### src/rtl/operand_sequencer.sv
// ---------------------------------------------------------------------------
// operand_sequencer
//
// Collects two 4-bit operands and an add/subtract select from slide switches,
// one push-button press at a time, and hands them to a downstream add/sub
// stage as a complete operation with a one-cycle OP_VALID strobe.
//
// Sequence: WAIT_A --press--> WAIT_B --press--> HOLD --press--> WAIT_B ...
//   WAIT_A/HOLD press : OP_A <= SW[3:0], OP_B <= 0
//   WAIT_B press      : OP_B <= SW[3:0], OP_SUB <= SW[4], pulse OP_VALID
//
// Ports
//   MAX10_CLK1_50  in   system clock, all state on its rising edge
//   RESET_N        in   asynchronous active-low reset
//   KEY1           in   enter push-button, active-low, asynchronous
//   SW[4:0]        in   SW[3:0] operand, SW[4] op select (1 = subtract)
//   OP_A[3:0]      out  captured operand A
//   OP_B[3:0]      out  captured operand B
//   OP_SUB         out  captured op select (1 = A-B)
//   OP_VALID       out  one-cycle strobe, new complete operation
//   STATE_LED[1:0] out  01 = awaiting A, 10 = awaiting B, 00 = result held
//
// Build option
//   OPERAND_SEQUENCER_DEBOUNCE_EN : when defined, the synchronized key must be
//   stable for DEBOUNCE_CYCLES consecutive samples before the conditioned key
//   follows it. When undefined, the conditioned key is the synchronizer output
//   and DEBOUNCE_CYCLES has no effect.
//
// Press-to-capture latency (no debounce): key low at rising edge k, capture
// and OP_VALID visible after edge k+3 (2 sync flops + registered press event).
// ---------------------------------------------------------------------------
module operand_sequencer #(
    parameter int DEBOUNCE_CYCLES = 500000
) (
    input  logic       MAX10_CLK1_50,
    input  logic       RESET_N,
    input  logic       KEY1,
    input  logic [4:0] SW,
    output logic [3:0] OP_A,
    output logic [3:0] OP_B,
    output logic       OP_SUB,
    output logic       OP_VALID,
    output logic [1:0] STATE_LED
);

    // State encodings double as the LED pattern.
    localparam logic [1:0] WAIT_A = 2'b01;
    localparam logic [1:0] WAIT_B = 2'b10;
    localparam logic [1:0] HOLD   = 2'b00;

    // -----------------------------------------------------------------------
    // Key synchronizer (resets to released)
    // -----------------------------------------------------------------------
    logic sync1_q, sync2_q;

    always_ff @(posedge MAX10_CLK1_50 or negedge RESET_N) begin
        if (!RESET_N) begin
            sync1_q <= 1'b1;
            sync2_q <= 1'b1;
        end else begin
            sync1_q <= KEY1;
            sync2_q <= sync1_q;
        end
    end

    // -----------------------------------------------------------------------
    // Key conditioning
    // -----------------------------------------------------------------------
    logic key_cond;

`ifdef OPERAND_SEQUENCER_DEBOUNCE_EN
    localparam int CNT_W = (DEBOUNCE_CYCLES < 2) ? 1 : $clog2(DEBOUNCE_CYCLES);
    localparam logic [CNT_W-1:0] CNT_LAST = CNT_W'(DEBOUNCE_CYCLES - 1);

    logic             key_cond_q, key_cond_d;
    logic [CNT_W-1:0] cnt_q, cnt_d;

    // cnt_q counts consecutive samples that disagree with the conditioned
    // level; a sample that agrees breaks the run and restarts it at 0. The
    // level flips on the DEBOUNCE_CYCLES-th disagreeing sample. The counter
    // stops at CNT_LAST so it can never wrap.
    always_comb begin
        key_cond_d = key_cond_q;
        cnt_d      = cnt_q;
        if (sync2_q == key_cond_q) begin
            cnt_d = '0;
        end else if (cnt_q >= CNT_LAST) begin
            key_cond_d = sync2_q;
            cnt_d      = '0;
        end else begin
            cnt_d = cnt_q + 1'b1;
        end
    end

    always_ff @(posedge MAX10_CLK1_50 or negedge RESET_N) begin
        if (!RESET_N) begin
            key_cond_q <= 1'b1;
            cnt_q      <= '0;
        end else begin
            key_cond_q <= key_cond_d;
            cnt_q      <= cnt_d;
        end
    end

    assign key_cond = key_cond_q;
`else
    assign key_cond = sync2_q;
`endif

    // -----------------------------------------------------------------------
    // Press detection
    //
    // The synchronizer resets to "released", so a key already held across
    // reset would otherwise look like a fresh falling edge. arm_q only sets
    // once a genuinely sampled high has reached sync2_q (fill_q tracks when
    // both flops hold real samples), so that held key needs a release first.
    // -----------------------------------------------------------------------
    logic [1:0] fill_q;
    logic       arm_q;
    logic       key_prev_q;
    logic       press_q;
    logic       press_d;

    assign press_d = arm_q & key_prev_q & ~key_cond;

    always_ff @(posedge MAX10_CLK1_50 or negedge RESET_N) begin
        if (!RESET_N) begin
            fill_q     <= 2'b00;
            arm_q      <= 1'b0;
            key_prev_q <= 1'b1;
            press_q    <= 1'b0;
        end else begin
            fill_q     <= {fill_q[0], 1'b1};
            arm_q      <= arm_q | (fill_q[1] & sync2_q);
            key_prev_q <= key_cond;
            press_q    <= press_d;
        end
    end

    // -----------------------------------------------------------------------
    // Operand FSM
    // -----------------------------------------------------------------------
    logic [1:0] state_q, state_d;
    logic [3:0] op_a_q, op_a_d;
    logic [3:0] op_b_q, op_b_d;
    logic       op_sub_q, op_sub_d;
    logic       valid_q, valid_d;

    always_comb begin
        state_d  = state_q;
        op_a_d   = op_a_q;
        op_b_d   = op_b_q;
        op_sub_d = op_sub_q;
        valid_d  = 1'b0;
        if (press_q) begin
            case (state_q)
                WAIT_A, HOLD: begin
                    op_a_d  = SW[3:0];
                    op_b_d  = 4'h0;
                    state_d = WAIT_B;
                end
                WAIT_B: begin
                    op_b_d   = SW[3:0];
                    op_sub_d = SW[4];
                    valid_d  = 1'b1;
                    state_d  = HOLD;
                end
                default: begin
                    state_d = WAIT_A;
                end
            endcase
        end else if (state_q == 2'b11) begin
            // Unreachable encoding: fall back to a clean start.
            state_d = WAIT_A;
        end
    end

    always_ff @(posedge MAX10_CLK1_50 or negedge RESET_N) begin
        if (!RESET_N) begin
            state_q  <= WAIT_A;
            op_a_q   <= 4'h0;
            op_b_q   <= 4'h0;
            op_sub_q <= 1'b0;
            valid_q  <= 1'b0;
        end else begin
            state_q  <= state_d;
            op_a_q   <= op_a_d;
            op_b_q   <= op_b_d;
            op_sub_q <= op_sub_d;
            valid_q  <= valid_d;
        end
    end

    assign OP_A      = op_a_q;
    assign OP_B      = op_b_q;
    assign OP_SUB    = op_sub_q;
    assign OP_VALID  = valid_q;
    assign STATE_LED = state_q;

endmodule

### config.mk
export PLATFORM = sky130hd
export DESIGN_NAME = operand_sequencer
export DESIGN_NICKNAME = d
export VERILOG_FILES = /design/src/rtl/operand_sequencer.sv
export SDC_FILE = /design/constraint.sdc
export NUM_CORES = 1
export LEC_CHECK = 0
export CAP_MARGIN = 20
export CORE_MARGIN = 5
export CORE_UTILIZATION = 48
export DETAILED_ROUTE_END_ITERATION = 8
export MAX_ROUTING_LAYER = met4
export PLACE_DENSITY_LB_ADDON = 0.15
export SLEW_MARGIN = 10
export SYNTH_ARGS = -nofsm -noshare
export SYNTH_HDL_FRONTEND = slang
export SYNTH_SLANG_ARGS = --single-unit
### constraint.sdc
create_clock -name MAX10_CLK1_50 -period 2.55 [get_ports MAX10_CLK1_50]
set_input_delay 0.3825 -clock MAX10_CLK1_50 [delete_from_list [all_inputs] [get_ports MAX10_CLK1_50]]
set_output_delay 0.3825 -clock MAX10_CLK1_50 [all_outputs]
set_load 0.1 [all_outputs]
==> flow_metrics.tcl <==
set metrics [dict create \
    crit_required_ps 2170 \
    power_frac_seq_pct 39.2 \
    critPathSlowestCell "dfstp_2" \
    final_common_cell "dfrtp_1" \
    powerDensity_nw_per_um2 1100 \
    clk_pin_slew_ps 100 \
    syn_to_final_growth_pct 27.0 \
    synth.area.top_cells "dfrtp_1 53%, dfstp_2 15%, mux2_2 6.3%, nand3_1 5.6%, nand2b_1 5.3%" \
    drc 0 \
    cts_setup_buffers 0 \
    hold_class "reg2reg" \
    die_area_sq_um 2350 \
    crit_fanout 12 \
    tns_ps 0 \
    yosysUniqueCellTypes 16 \
    ctsRootBufferMaster "clkbuf_4" \
    layout_common_cells "15 x dfrtp_1, 12 x buf_4, 8 x nand3_1, 7 x clkdlybuf4s50_1, 6 x nand2b_1" \
    initial_core_util_pct 52.5 \
    slew_headroom_pct 47.5 \
    row_count 13 \
    max_freq_mhz 617 \
    share_comb_of_total_power_pct 46.6 \
    wirelength_mm 1.18 \
    crit_family "flip-flops" \
    drt_pre_antenna_iters 4 \
    path_buf_inv 1 \
    worst_slew_pin_slew_ps 785 \
    rsz0062_at_grt "false" \
    clock_sinks 19 \
    synthCells 52 \
    fin_crit_sh_pct 63.6 \
    hold_viol_final 0 \
    cp.arrival_ps 1240 \
    grt_util_all_layers_pct 11.5 \
    outcome "completed" \
    cp.depth 1 \
    min_period_ps 1620 \
    syn_area_sq_um 709 \
    finalNonFillerCells 87 \
    h-tree-depth 1 \
    swShare_pct 48.6 \
    n_antenna_cell 0 \
    cts_hold_buf 0 \
    cts_buffers 3 \
    clk_latency_ps 280 \
    max_stage_delay_ps 640 \
    setup.worst_path.end_class "primary output" \
    overflow 0 \
    cts_tree "yes" \
    fin_skew_ps 2.62 \
    slew_viol_final 0 \
    die_y_um 48.4 \
    synth-seq-cells 19 \
    detail_route.iter0.violations 10 \
    maxCapViolCount 0 \
    cp-start-kind "flop" \
    layout.nets 81 \
    antenna_found_initial 0 \
    cts.repair.resized 0 \
    p_int_uw 511 \
    routed-via-count 449 \
    switching_power_uw 484 \
    syn_nets 60 \
    setup_viol 0 \
    antenna_left 0 \
    vias_per_cell 5.16 \
    grt_pass1_vias 477 \
    place.gp.congestion 0.696 \
    final_layout_size_suffix_gt1_share_pct 34.7 \
    dpl.hpwl_um 883 \
    grt_max_degree 20 \
    clock_power_share_pct 14.1 \
    core-area_sq_um 1350 \
    ios 20 \
    wl_per_cell_um 13.6 \
    ir_worst_vdd_v 0.000569 \
    yosysTopAreaCell "dfrtp_1" \
    fp.dieW_um 48.4 \
    synth_area_per_cell_sq_um 13.6 \
    setup.worst_path.class "reg2out" \
    power.leakage_nw 0.409 \
    seq_area_frac_synth_pct 67.7 \
    crit_chain "buf_4" \
    yosysTopAreaCellShare_pct 52.9 \
    dp_cells 83 \
    port_buffers 19 \
    grt_pass1_wl_mm 2.15 \
    cts_buffer_depth 2 \
    yosysWarnings 0 \
    ff2ff_path_depth 2 \
    hold_depth 0 \
    reg2reg_slack_ps 1220 \
]
[logic make-up (layout without fill, tap and decap cells)]
kind of cell	Yosys count	in the layout	share of synthesized area [%]
and+or+nand+nor	22	22	19.6
muxes	5	5	8.46
DFF	19	19	67.7
AOI/OAI and AO/OA	2	2	1.76
other	1	1	0.529
buffers and inverters	3	23	1.94
[final cells by class]
type | count | area, sq um
flip-flops and latches | 19 | 480
repair buffers | 19 | 160
clock buffers | 4 | 26.3
multi-input cells | 30 | 215
fillers | 109 | 449
well taps | 15 | 18.8
[path summary, 6_finish.rpt]
kind                         startpoint            to
max                        STATE_LED[0]  STATE_LED[0]
min                           fill_q[0]     fill_q[1]
max reg2reg                STATE_LED[1]       OP_A[1]
min reg2reg                   fill_q[0]     fill_q[1]
max in group asynchronous       RESET_N       OP_A[0]
min in group asynchronous       RESET_N       OP_B[3]
[registers in the layout, summed over array words and instances, names as in the netlist]
signal      cells
arm_q           1
OP_A            4
press_q         1
key_cond        1
OP_VALID        1
OP_B            4
key_prev_q      1
fill_q          2
OP_SUB          1
sync1_q         1
STATE_LED       2
[power groups by stage]
stage	clock network [mW]	logic (mW)	registers (mW)
global placement	0	0.464	0.392
CTS	0.148	0.467	0.390
floorplan	0	0.0602	0.696
finish	0.141	0.464	0.390
global route	0.156	0.479	0.398
detailed placement	0	0.467	0.395
[synth_stat cells]
cell      count
nand2b_1      6
o21ai_0       1
nand2_1       1
mux2_2        4
nor2_1        1
clkbuf_1      1
nand3_1       8
and3b_4       1
dfrtp_1      15
dfstp_2       4
a21o_1        1
buf_2         2
mux2_4        1
and2_1        1
nand4b_1      4
conb_1        1
[routing by layer]
metal | global-route usage [%] | up-vias | wire, um
met4 | 2.76 | 0 | 0
li1 | - | 217 | -
met3 | 5.20 | 0 | 128
met5 | - | - | 0
met2 | 16.5 | 19 | 507
met1 | 14.7 | 213 | 543
[metrics by stage]
step                hold slack, ps  setup slack (ps)  power, mW  instance area [sq um]  utilization (%)
floorplan                     86.9               709      0.757                    709                -
global placement               334              1120      0.856                    875             64.8
detailed placement             338              1120      0.862                    875             64.8
CTS                            361               917       1.01                    901             66.7
global route                   365               874       1.03                    901             66.7
finish                         358               929      0.994                    901             66.7
Note: power is estimated with default switching activity, not from simulation.
